## src/rtl/key_tone_gen.sv

```systemverilog
// Key-tone generator: one-hot key bus to a signed 24-bit square wave paced by valid/ready.
// Define KEY_TONE_ENVELOPE_EN for attack/release ramps; otherwise notes gate straight on/off.
module key_tone_gen #(
    parameter int unsigned SAMPLE_HZ    = 48000,
    parameter int unsigned AMP_MAX      = 4194303,
    parameter int unsigned ATTACK_STEP  = 4096,
    parameter int unsigned RELEASE_STEP = 2048
) (
    input  logic        clk,
    input  logic        resetn,
    input  logic [17:0] key_bus,
    input  logic        sample_ready,
    output logic        sample_valid,
    output logic [23:0] sample_data,
    output logic        note_on,
    output logic [4:0]  active_note
);

    typedef enum logic [1:0] {S_IDLE, S_ATTACK, S_SUSTAIN, S_RELEASE} state_t;

    // Note frequencies in mHz (C4 = 261.63 Hz, equal temperament); rounded half-period in samples.
    function automatic int unsigned hp_calc(input int n);
        int unsigned f_mhz;
        case (n)
            0:       f_mhz = 261630;
            1:       f_mhz = 277183;
            2:       f_mhz = 293666;
            3:       f_mhz = 311132;
            4:       f_mhz = 329629;
            5:       f_mhz = 349234;
            6:       f_mhz = 370004;
            7:       f_mhz = 392002;
            8:       f_mhz = 415312;
            9:       f_mhz = 440007;
            10:      f_mhz = 466171;
            11:      f_mhz = 493892;
            12:      f_mhz = 523260;
            13:      f_mhz = 554375;
            14:      f_mhz = 587331;
            15:      f_mhz = 622264;
            16:      f_mhz = 659258;
            17:      f_mhz = 698468;
            default: f_mhz = 261630;
        endcase
        return (SAMPLE_HZ * 1000 + f_mhz) / (2 * f_mhz);
    endfunction

    logic [15:0] w_hp_tab [32];
    for (genvar g = 0; g < 32; g++) begin : g_hp
        assign w_hp_tab[g] = 16'(hp_calc(g));
    end

    logic [17:0] r_sync1, r_sync2, r_prev, r_stable;
    state_t      r_state;
    logic [4:0]  r_note;
    logic [15:0] r_phase;
    logic        r_level;
    logic [22:0] r_amp;
    logic        r_valid;
    logic [23:0] r_data;

    logic [17:0] w_stable_n;
    logic        w_key;
    logic [4:0]  w_sel;
    logic [15:0] w_hp;
    logic        w_load;
    logic [23:0] w_amp_up;
    logic [23:0] w_mag;
    logic [23:0] w_sample;
    state_t      w_state_n;
    logic [4:0]  w_note_n;
    logic [15:0] w_phase_n;
    logic        w_level_n;
    logic [22:0] w_amp_n;

    assign w_stable_n = (r_sync2 == r_prev) ? r_sync2 : r_stable;
    assign w_key      = |w_stable_n;
    assign w_hp       = w_hp_tab[r_note];
    // A slot is refilled whenever it is empty; oscillator and envelope advance once per sample issued.
    assign w_load     = !r_valid;
    assign w_amp_up   = {1'b0, r_amp} + 24'(ATTACK_STEP);
    assign w_mag      = {1'b0, r_amp};
    assign w_sample   = (r_state == S_IDLE) ? '0 : (r_level ? w_mag : -w_mag);

    always_comb begin
        w_sel = '0;
        for (int unsigned i = 18; i > 0; i--) begin
            if (w_stable_n[5'(i - 1)]) w_sel = 5'(i - 1);
        end
    end

    always_comb begin
        w_state_n = r_state;
        w_note_n  = r_note;
        w_phase_n = r_phase;
        w_level_n = r_level;
        w_amp_n   = r_amp;

        if (w_load && (r_state != S_IDLE)) begin
            if (r_phase == w_hp - 16'd1) begin
                w_phase_n = '0;
                w_level_n = ~r_level;
            end else begin
                w_phase_n = r_phase + 16'd1;
            end
            if (r_state == S_ATTACK) begin
                if (w_amp_up >= 24'(AMP_MAX)) begin
                    w_amp_n   = 23'(AMP_MAX);
                    w_state_n = S_SUSTAIN;
                end else begin
                    w_amp_n = w_amp_up[22:0];
                end
            end else if (r_state == S_RELEASE) begin
                if (r_amp <= 23'(RELEASE_STEP)) begin
                    w_amp_n   = '0;
                    w_state_n = S_IDLE;
                    w_phase_n = '0;
                    w_level_n = 1'b1;
                end else begin
                    w_amp_n = r_amp - 23'(RELEASE_STEP);
                end
            end
        end

        // Key events override the per-sample advance so the next sample starts the new note cleanly.
        case (r_state)
            S_IDLE: begin
                if (w_key) begin
                    w_note_n  = w_sel;
                    w_phase_n = '0;
                    w_level_n = 1'b1;
`ifdef KEY_TONE_ENVELOPE_EN
                    w_state_n = S_ATTACK;
                    w_amp_n   = '0;
`else
                    w_state_n = S_SUSTAIN;
                    w_amp_n   = 23'(AMP_MAX);
`endif
                end
            end
            S_ATTACK, S_SUSTAIN: begin
                if (!w_key) begin
`ifdef KEY_TONE_ENVELOPE_EN
                    w_state_n = S_RELEASE;
`else
                    w_state_n = S_IDLE;
                    w_amp_n   = '0;
                    w_phase_n = '0;
                    w_level_n = 1'b1;
`endif
                end else if (w_sel != r_note) begin
                    w_note_n  = w_sel;
                    w_phase_n = '0;
                    w_level_n = 1'b1;
                end
            end
            S_RELEASE: begin
                if (w_key) begin
                    w_state_n = S_ATTACK;
                    w_note_n  = w_sel;
                    w_phase_n = '0;
                    w_level_n = 1'b1;
                end
            end
            default: ;
        endcase
    end

    always_ff @(posedge clk or negedge resetn) begin
        if (!resetn) begin
            r_sync1  <= '0;
            r_sync2  <= '0;
            r_prev   <= '0;
            r_stable <= '0;
            r_state  <= S_IDLE;
            r_note   <= '0;
            r_phase  <= '0;
            r_level  <= 1'b1;
            r_amp    <= '0;
            r_valid  <= 1'b0;
            r_data   <= '0;
        end else begin
            r_sync1  <= key_bus;
            r_sync2  <= r_sync1;
            r_prev   <= r_sync2;
            r_stable <= w_stable_n;
            r_state  <= w_state_n;
            r_note   <= w_note_n;
            r_phase  <= w_phase_n;
            r_level  <= w_level_n;
            r_amp    <= w_amp_n;
            r_valid  <= r_valid ? !sample_ready : 1'b1;
            if (w_load) r_data <= w_sample;
        end
    end

    assign sample_valid = r_valid;
    assign sample_data  = r_data;
    assign note_on      = (r_state != S_IDLE);
    assign active_note  = r_note;

endmodule

```

## config.mk

```make
export PLATFORM = sky130hd
export DESIGN_NAME = key_tone_gen
export DESIGN_NICKNAME = d
export VERILOG_FILES = /design/src/rtl/key_tone_gen.sv
export SDC_FILE = /design/constraint.sdc
export NUM_CORES = 1
export LEC_CHECK = 0
export ABC_AREA = 1
export CAP_MARGIN = 20
export CORE_ASPECT_RATIO = 0.5
export CORE_UTILIZATION = 55
export DETAILED_ROUTE_END_ITERATION = 8
export PLACE_DENSITY = 0.75
export SYNTH_ARGS = -nofsm -noshare
export SYNTH_HDL_FRONTEND = slang
export SYNTH_SLANG_ARGS = --single-unit
```

## constraint.sdc

```tcl
create_clock -name clk -period 6.6 [get_ports clk]
set_input_delay 0.99 -clock clk [delete_from_list [all_inputs] [get_ports clk]]
set_output_delay 0.99 -clock clk [all_outputs]
set_load 0.05 [all_outputs]
```

==> results.cfg <==
[run_status]
outcome = complete, no violations

[worst_setup_path]
ff2ff_path_depth = 17
timing.rr.end = r_phase[8]
cp-start-kind = flop
cp_max_fo = 8
cp.arrival_ns = 4.36
required_ns = 6.92
worstSetupPathType = flop to flop
worstSetupStartpoint = active_note[0]
rr_startpoint = active_note[0]
rrSetupSlack_ns = 2.55
endpoint_kind = flop

[synthesis]
synth.largest_area_cell = dfrtp_1
synth-seq-area-share = 0.462
synth_cells = 956
synth_ff_type = dfrtp_1
synth-async-reset-ratio = 1.00
synth_area_leaders = dfrtp_1 46%, nand2_1 7.7%, inv_1 7.0%, o21ai_0 6.2%, nor2_1 4.1%
synth_nets = 996
synth_area_per_cell_sq_um = 8.16
synth_top_area_frac = 0.459
synth_edf_count = 0
ys_types = 55
synth-seq-cells = 144
yosys_warnings = 0
syn_area_sq_mm = 0.00780

[global_route]
grtUsageTotal = 0.264
grt_pass1_wl_um = 30300
grt-ovfl-total = 0
antenna_found_initial = 0
grt_max_degree = 80
grt_pass1_vias = 6256

[detailed_routing]
ant_nets = 0
dr.pass1.iters = 5
drtIter0Drc = 481
drt-vias-per-instance = 5.44
drc_errors = 0
vias = 6544
post_drt_wl_per_cell_um = 14.9
totalWireLength_um = 18000

[floorplanning]
core_area_sq_mm = 0.0137
fp.dieArea_sq_mm = 0.0147
start_util = 0.569
die_w_um = 170
core.rowCount = 30
io_pins = 52
die_y_um = 86.2

[timing]
period_needed_ns = 4.05
maxSlewViolCount = 0
fin_crit_sh = 0.613
max_slew.worst_pin.slew_ns = 0.955
rsz0062_at_grt = no
hold_viol = 0
fin_ws_ns = 2.55
finalSetupTns_ns = 0
slew_headroom = 0.364
setup_viol = 0
max_freq_mhz = 247
skew_ns = 0.00834

[min_path]
hp-class = flop to flop
min_from = r_sync1[1]
min_to = r_sync2[1]
holdPathStages = 0

[clocking]
numCtsBuffers = 17
cts.clk_slew.worst_paths_ns = 0.07
clock_latency_ns = 0.43
htree_levels = 4
root_buffer = clkbuf_16
cts_sinks = 144
cts_resized = 0
cts_tree = done
hold_buffers = 0
post-cts-setup-buffers = 0
clk_path_buf_depth = 2

[power]
p_clk_frac = 0.290
p_switching_mw = 1.45
power.leakage_nw = 4.41
power.density_mw_per_mm2 = 378
pwr-share-comb = 0.364
switching_share = 0.425
p_int_mw = 1.96
power.share.sequential = 0.346
power_mw = 3.41
vdd_drop_max_v = 0.000215

[placed_design]
place_area_sq_mm = 0.00843
dp_cells = 1171
pre_cts_ws_ns = 2.66
gp_congestion = 0.914
portBuffers = 51
post-dp-hpwl_um = 12200

[cells_and_area]
fin_nets = 1038
diodes = 0
fillCellCount = 1135
area_delta_synth_final_pct = 15.7
layout_common_cells = 160 x nand2_1, 145 x inv_1, 143 x dfrtp_1, 97 x o21ai_0, 84 x nor2_1
layout.cells.non_filler = 1203
design_area_sq_mm = 0.00903
final_common_cell = nand2_1
drive_gt1_frac = 0.0950

[job]
cap_violations = 0
## metrics by stage
step           hold slack (ns)  utilization
2_1_floorplan            0.331            -
3_3_place_gp             0.334        0.615
3_5_place_dp             0.335        0.615
4_1_cts                  0.348        0.659
5_1_grt                  0.355        0.659
6_report                 0.345        0.659
## power by group through the flow
stage / registers (mW) / logic, mW / clock network [mW]
finish: 1.18 / 1.24 / 0.990
floorplan: 1.20 / 0.882 / 0
global placement: 1.19 / 1.19 / 0
detailed placement: 1.19 / 1.22 / 0
CTS: 1.18 / 1.23 / 1.00
global route: 1.20 / 1.39 / 1.04
## sequential cells by signal (all words and copies together) (netlist names)
register	count
r_sync1	18
r_level	1
r_stable	18
r_sync2	18
sample_data	24
r_state	2
r_amp	23
r_phase	16
sample_valid	1
r_prev	18
active_note	5
## cells by family (layout without fill, tap and decap cells)
| family | count (synthesis) | in the layout | share of synthesized area |
|---|---|---|---|
| AND/OR/NAND/NOR | 375 | 375 | 0.228 |
| AO/OA/AOI/OAI | 200 | 200 | 0.153 |
| buffers and inverters | 191 | 246 | 0.0965 |
| flip-flops | 144 | 144 | 0.462 |
| XOR/XNOR | 27 | 27 | 0.0303 |
| adder cells (fa/ha/maj) | 19 | 19 | 0.0305 |
## cells in the mapped netlist (4+ instances only)
cell,number
nor2_1,85
o211ai_1,7
clkbuf_1,25
a22oi_1,4
inv_1,145
o21ai_0,97
nor3_1,22
o21ai_2,5
inv_2,13
nor4_1,6
nand4_1,11
o21ai_1,9
xnor2_1,5
ha_1,19
a32o_1,6
nand2_1,160
o31ai_1,8
or2_1,12
o21a_2,4
o311ai_0,4
a32oi_1,6
nor2_4,16
xor2_1,22
a31oi_1,4
nand3_1,39
dfrtp_1,143
nor2_2,7
a21oi_1,34
## metal layers
metal,part of all wire,global-route usage,wire length [um],vias to the layer above
met5,0,0,0,-
met4,0.015,0.0868,274,0
met3,0.049,0.0553,878,28
met2,0.46,0.428,8350,181
met1,0.47,0.358,8470,3139
li1,-,-,-,3196
## worst max path at each step
stage	end	slack, ns
3_3_place_gp	r_phase[9]	2.76
5_1_grt	r_phase[8]	2.19
6_report	r_phase[8]	2.55
2_1_floorplan	r_phase[8]	2.84
4_1_cts	r_phase[8]	2.62
3_5_place_dp	r_phase[8]	2.66
## cell type report
class,count,area (sq um),share of cell area
flip-flops and latches,144,3600,0.399
clock inverters,14,160,0.0177
clock buffers,18,439,0.0486
repair buffers,55,542,0.0600
well taps,192,240,0.0266
multi-input cells,621,3450,0.382
inverters,159,597,0.0661
## critical path, stage by stage, from the launching register on
cell and delay, ns:
dfrtp_1 0.49, inv_1 0.16, ha_1 0.34, a21oi_1 0.19, a21oi_1 0.06, o21ai_1 0.21
ha_1 0.22, nand4_1 0.15, nor3_1 0.18, ha_1 0.26, xor2_1 0.18, nand2_1 0.08
nor3_1 0.22, nand3_1 0.11, nor4_1 0.40, nor2_1 0.25, a32oi_1 0.36, nor2_4 0.06
No activity file was read; power rests on OpenSTA's default activity.
==> edit 1: new RTL, same flow settings <==
Register the input `key_bus` before use. The logic sees it one clock later. The other inputs are not delayed to match.
--- a/src/rtl/key_tone_gen.sv
+++ b/src/rtl/key_tone_gen.sv
@@ -17,6 +17,12 @@
 );
 
     typedef enum logic [1:0] {S_IDLE, S_ATTACK, S_SUSTAIN, S_RELEASE} state_t;
+
+    logic [17:0] key_bus_q;
+
+    always_ff @(posedge clk) begin
+        key_bus_q <= key_bus;
+    end
 
     // Note frequencies in mHz (C4 = 261.63 Hz, equal temperament); rounded half-period in samples.
     function automatic int unsigned hp_calc(input int n);
@@ -180,7 +186,7 @@
             r_valid  <= 1'b0;
             r_data   <= '0;
         end else begin
-            r_sync1  <= key_bus;
+            r_sync1  <= key_bus_q;
             r_sync2  <= r_sync1;
             r_prev   <= r_sync2;
             r_stable <= w_stable_n;
Check against the original RTL: not equivalent (a bounded check fails within 10 cycles, from zero or initial values and one cycle with resetn low).
==> edit 1 against the unedited design <==
Core utilization rose by 1.2 points; final area rose by 3.5%; non-clock buffer count is the same; global-route usage decreased by 0.72 points; worst setup slack improved by 230 ps; highest routed layer unchanged; power fell by 2.5%; maximum frequency grew 5.9%; hold slack worse by 16 ps; sequential cell count increased by 18; synthesized cell count up 1.3%; synthesized area is 3.5% higher; routed wire length is 2.1% higher.
==> edit 1: results (changes against the unedited design) <==
* Result of the run: completed (unchanged)
* # H-tree levels at 4 (unchanged)
* Mapped Nets at 1,008 (was 996)
* CP max stage delay at 470 ps (was 490 ps)
* Main flop type after synthesis: dfrtp_1 (unchanged)
* Layout net count at 1,051 (was 1,038)
* Leakage power at 0.00472 uW (was 0.00441 uW)
* Adder-cell share of the synthesized area at 2.94% (was 3.05%)
* Clock tree buffer depth at 2 (unchanged)
* Max reg flops at 24 (unchanged)
* Largest delay share family, worst path: simple AND/OR/NAND/NOR gates (unchanged)
* DP Wirelength at 12,300 um (was 12,200 um)
* Clock skew at 7.49 ps (was 8.34 ps)
* Worst vdd ir at 0.000245 V (was 0.000215 V)
* Antenna violations before repair at 0 (unchanged)
* Global-route wire length before repair at 31,000 um (was 30,300 um)
* Post-CTS setup buffers at 0 (unchanged)
* DRT antenna net count at 0 (unchanged)
* Drt pass-1 iters at 5 (unchanged)
* Clock Pin Slew Worst Setup and Hold Paths at 70 ps (about the same)
* Worst-path fanout max at 9 (was 8)
* Final wirelength at 18,300 um (was 18,000 um)
* Synth Area in Compound Gates at 13.5% (was 15.3%)
* Synth warn at 0 (unchanged)
* Slowest CP cell: dfrtp_1 (unchanged)
* Netlist cell types at 47 (was 55)
* Final Wtd Congestion at 0.941 (was 0.914)
* Post-DR vias/cell at 5.42 (was 5.44)
* Share of cells above drive strength 1 at 7.81% (was 9.50%)
* Largest net degree at the start of global routing at 83 (was 80)
* Area after DPL at 0.00872 mm^2 (was 0.00843 mm^2)
* Vias in the first global route at 6,420 (was 6,256)
* Number of I/O port buffers at 51 (unchanged)
* Register area share after synthesis at 49.1% (was 46.2%)
* Worst R2R Path Depth at 18 (was 17)
* CTS resizes at 0 (unchanged)
* Slew Limit Headroom at 40.9% (was 36.4%)
* Clk root buf: clkbuf_16 (unchanged)
* Min-Delay Path Class: reg2reg (unchanged)
* Total CTS buffers at 17 (unchanged)
* Global Route Usage Sum at 25.7% (was 26.4%)
* N_diodes at 0 (unchanged)
* Arr. time, crit path at 4140 ps (was 4360 ps)
* Cell count after synthesis at 968 (was 956)
* Hold Path Depth at 0 (unchanged)
* Top area cells in the synthesized netlist: dfrtp_1 (44%), nand2_1 (7.9%), inv_1 (6.8%) (was dfrtp_1 (46%), nand2_1 (7.7%), inv_1 (7.0%))
* Mux share of post-synthesis cell area at 0% (unchanged)
* Worst skew pair latency at 430 ps (about the same)
* Sw Share at 40.4% (was 42.5%)
* Synth async-reset ratio at 88.9% (was 100%)
* Commonest cells post-synth: nand2_1 (170), inv_1 (146), dfrtp_1 (143), o21ai_0 (85), nor2_1 (83) (was nand2_1 (160), inv_1 (145), dfrtp_1 (143), o21ai_0 (97), nor2_1 (85))
* Wire length per cell at 15.1 um (was 14.9 um)
* Drt initial violations at 615 (was 481)
* Xor and xnor area share after synthesis at 3.14% (was 3.03%)
-- edit 1: changes by cell type after synthesis, moves of 5 or more --
cell,change
o22ai_1,+10
o21ai_1,+6
nand4_1,+5
nand3_1,-5
inv_2,-7
nand2_1,+10
o21ai_0,-12
dfxtp_1,+18
nor3_1,+9
-- edit 1: cell families (layout without fill, tap and decap cells) --
kind of cell,count (synthesis),count (layout)
adder cells (fa/ha/maj),19,19
buffers and inverters,185,241
AO/OA/AOI/OAI,185,185
flip-flops,162,162
AND/OR/NAND/NOR,388,388
XOR/XNOR,29,29
-- edit 1: final cells by class --
| cell class | instances | area (um^2) |
|---|---|---|
| clock buffers | 17 | 425 |
| clock inverters | 15 | 198 |
| repair buffers | 55 | 542 |
| fillers | 1121 | 4580 |
| well taps | 192 | 240 |
| inverters | 154 | 578 |
| flip-flops and latches | 162 | 3970 |
| multi-input cells | 621 | 3390 |
-- edit 1: metrics by stage --
| step | setup slack, ps | utilization, % |
|---|---|---|
| after floorplan | 2830 | - |
| after global placement | 2920 | 62.6 |
| after detailed placement | 2780 | 62.6 |
| after CTS | 2770 | 67.1 |
| after global routing | 2250 | 67.1 |
| final | 2780 | 67.1 |
-- edit 1: power by group through the flow --
| stage | Sequential, uW | Clock, uW | Combinational [uW] |
|---|---|---|---|
| finish | 1240 | 1040 | 1050 |
| floorplan | 1280 | 0 | 699 |
| detailed placement | 1250 | 0 | 1020 |
| global placement | 1250 | 0 | 1000 |
| global route | 1260 | 1090 | 1180 |
| CTS | 1230 | 1050 | 1030 |
-- edit 1: final timing paths --
kind                                   to      startpoint  slack [ps]
setup / recovery              r_phase[10]  active_note[0]        2780
hold / removal                r_sync1[12]   key_bus_q[12]         330
setup reg to reg              r_phase[10]  active_note[0]        2780
hold reg to reg               r_sync1[12]   key_bus_q[12]         330
max in group asynchronous     r_stable[0]          resetn        4670
min in group asynchronous  sample_data[7]          resetn         590
-- edit 1: worst reg2reg max path, cell delays in order, from the launching register on --
cell	delay, ps
dfrtp_1	470
inv_1	130
ha_1	330
a21oi_1	210
a21oi_1	70
o21ai_1	230
ha_1	230
nand4_1	140
nor3_1	180
ha_1	170
inv_1	50
a21oi_1	140
nand3_1	90
nor4_1	230
nand3_1	100
nor3_1	300
nor2_1	240
a32oi_1	340
nor2_4	60
-- edit 1: per-layer routing --
layer	global-route usage (%)	vias to the layer above	share of wire [%]
met5	0	-	0
met4	8.93	0	1.7
met3	5.08	37	6.2
met2	42.2	229	46
met1	34.7	3088	47
li1	-	3232	-
==> edit 2: new RTL, same settings <==
Made on the original files. Build with the macro `KEY_TONE_ENVELOPE_EN` defined.
--- a/src/rtl/key_tone_gen.sv
+++ b/src/rtl/key_tone_gen.sv
@@ -1,5 +1,7 @@
 // Key-tone generator: one-hot key bus to a signed 24-bit square wave paced by valid/ready.
 // Define KEY_TONE_ENVELOPE_EN for attack/release ramps; otherwise notes gate straight on/off.
+`define KEY_TONE_ENVELOPE_EN
+
 module key_tone_gen #(
     parameter int unsigned SAMPLE_HZ    = 48000,
     parameter int unsigned AMP_MAX      = 4194303,
Function: changed (a bounded check fails within 10 cycles, from zero or initial values and one cycle with resetn low).
==> edit 2 against the unedited design <==
Synthesized area is 3.5% lower; routed wire length is 4.9% lower; critical path type unchanged; die area shrank 3.5%; final area down 3.3%; clock skew fell by 1.2 ps; core utilization increased by 1.3 points; worst setup slack lost 300 ps; power rose by 3.2%; synthesized cell count fell by 6.7%; largest power group unchanged; sequential cell count unchanged.
==> edit 2: results (changes against the unedited design) <==
* Tap Cells at 170 (was 192)
* Register area share after synthesis at 47.9% (was 46.2%)
* Post-DR vias/cell at 5.46 (was 5.44)
* Drt initial violations at 582 (was 481)
* Worst slack, placed at 2260 ps (was 2660 ps)
* Layout net count at 972 (was 1,038)
* Non-clk invs at 139 (was 159)
* Multi-input gate share of total cell area at 37.2% (was 38.2%)
* P_clk at ~1000 uW
* Hold Crit Start: r_sync1[13] (was r_sync1[1])
* Seq group at 1240 uW (was 1180 uW)
* Worst-path fanout max at 7 (was 8)
* DP Wirelength at 11,700 um (was 12,200 um)
* NonClk Buf Share at 6.03% (was 6.00%)
* Via count at 6,089 (was 6,544)
* Final Wtd Congestion at 0.872 (was 0.914)
* # H-tree levels at 4 (unchanged)
* Main flop type after synthesis: dfrtp_1 (unchanged)
* Largest net degree at the start of global routing at 99 (was 80)
* WHS Endpoint: r_sync2[13] (was r_sync2[1])
* Slew Limit Headroom at 25.4% (was 36.4%)
* Final clock-cell share at 7.08% (was 6.64%)
* Commonest cells post-synth: nand2_1 (165), dfrtp_1 (143), inv_1 (132), nor2_1 (78), o21ai_0 (60) (was nand2_1 (160), inv_1 (145), dfrtp_1 (143), o21ai_0 (97), nor2_1 (85))
* Leakage power at 0.00427 uW (was 0.00441 uW)
* Filler Cell Count at 1,041 (was 1,135)
* Netlist cell types at 54 (was 55)
* Drt pass-1 iters at 5 (unchanged)
* Worst vdd ir at 0.000343 V (was 0.000215 V)
* Area after DPL at 0.00812 mm^2 (was 0.00843 mm^2)
* Reg2reg end: r_phase[4] (was r_phase[8])
* Fmax at 0.230 GHz (was 0.247 GHz)
* R2r startpoint: active_note[1] (was active_note[0])
* Total CTS buffers at 17 (unchanged)
* Synthesized flop and latch total at 144 (unchanged)
* Minimum hold slack at 346 ps (was 345 ps)
* Top area cells in the synthesized netlist: dfrtp_1 (48%), nand2_1 (8.2%), inv_1 (6.6%) (was dfrtp_1 (46%), nand2_1 (7.7%), inv_1 (7.0%))
* Result of the run: completed (unchanged)
* Clock skew at 7.19 ps (was 8.34 ps)
* Share of cells above drive strength 1 at 8.68% (was 9.50%)
* Global Route Usage Sum at 26.3% (was 26.4%)
* Dpl cells at 1,083 (was 1,171)
* Clock tree buffer depth at 2 (unchanged)
* Nonclk buf count at 53 (was 55)
* Arr. time, crit path at 4620 ps (was 4360 ps)
* Logic power comb at 1290 uW (was 1240 uW)
* Area growth syn-to-layout at 16.0% (was 15.7%)
* Final wirelength at 17,100 um (was 18,000 um)
* Cell-internal power at 2080 uW (was 1960 uW)
* Multi-In Gates at 577 (was 621)
* Global-route wire length before repair at 29,500 um (was 30,300 um)
* Cell count after synthesis at 892 (was 956)
* Mapped Nets at 932 (was 996)
* Worst R2R Path Depth at 20 (was 17)
## edit 2: critical path: stages, from the launching register on
cell and delay (ps):
dfrtp_1 500, inv_1 160, ha_1 340, nand2_1 100
o22ai_1 80, a21oi_1 140, o21a_1 140, ha_1 180
nand4_1 140, nor3_1 180, ha_1 270, xnor2_1 130
a221oi_1 210, nand4_1 130, nor2_1 120, nand3_1 80
nor4b_1 600, nor2_1 270, inv_1 170, a2bb2oi_1 220
a21oi_2 40
## edit 2: routing by layer
layer | GRT usage, % | share of wire, % | up-vias
li1 | - | - | 2991
met2 | 41.7 | 46 | 192
met1 | 36.1 | 47 | 2879
met3 | 5.33 | 5.4 | 27
met5 | 0 | 0 | -
met4 | 9.59 | 1.8 | 0
## edit 2: cells by family after synthesis
kind of cell	after synthesis	share of synthesized area, %
buffers and inverters	171	8.96
AOI/OAI and AO/OA	173	15.3
muxes	1	0.133
and+or+nand+nor	351	20.7
adders and majority gates	19	3.16
DFF	144	47.9
xor gates and xnor gates	33	3.84
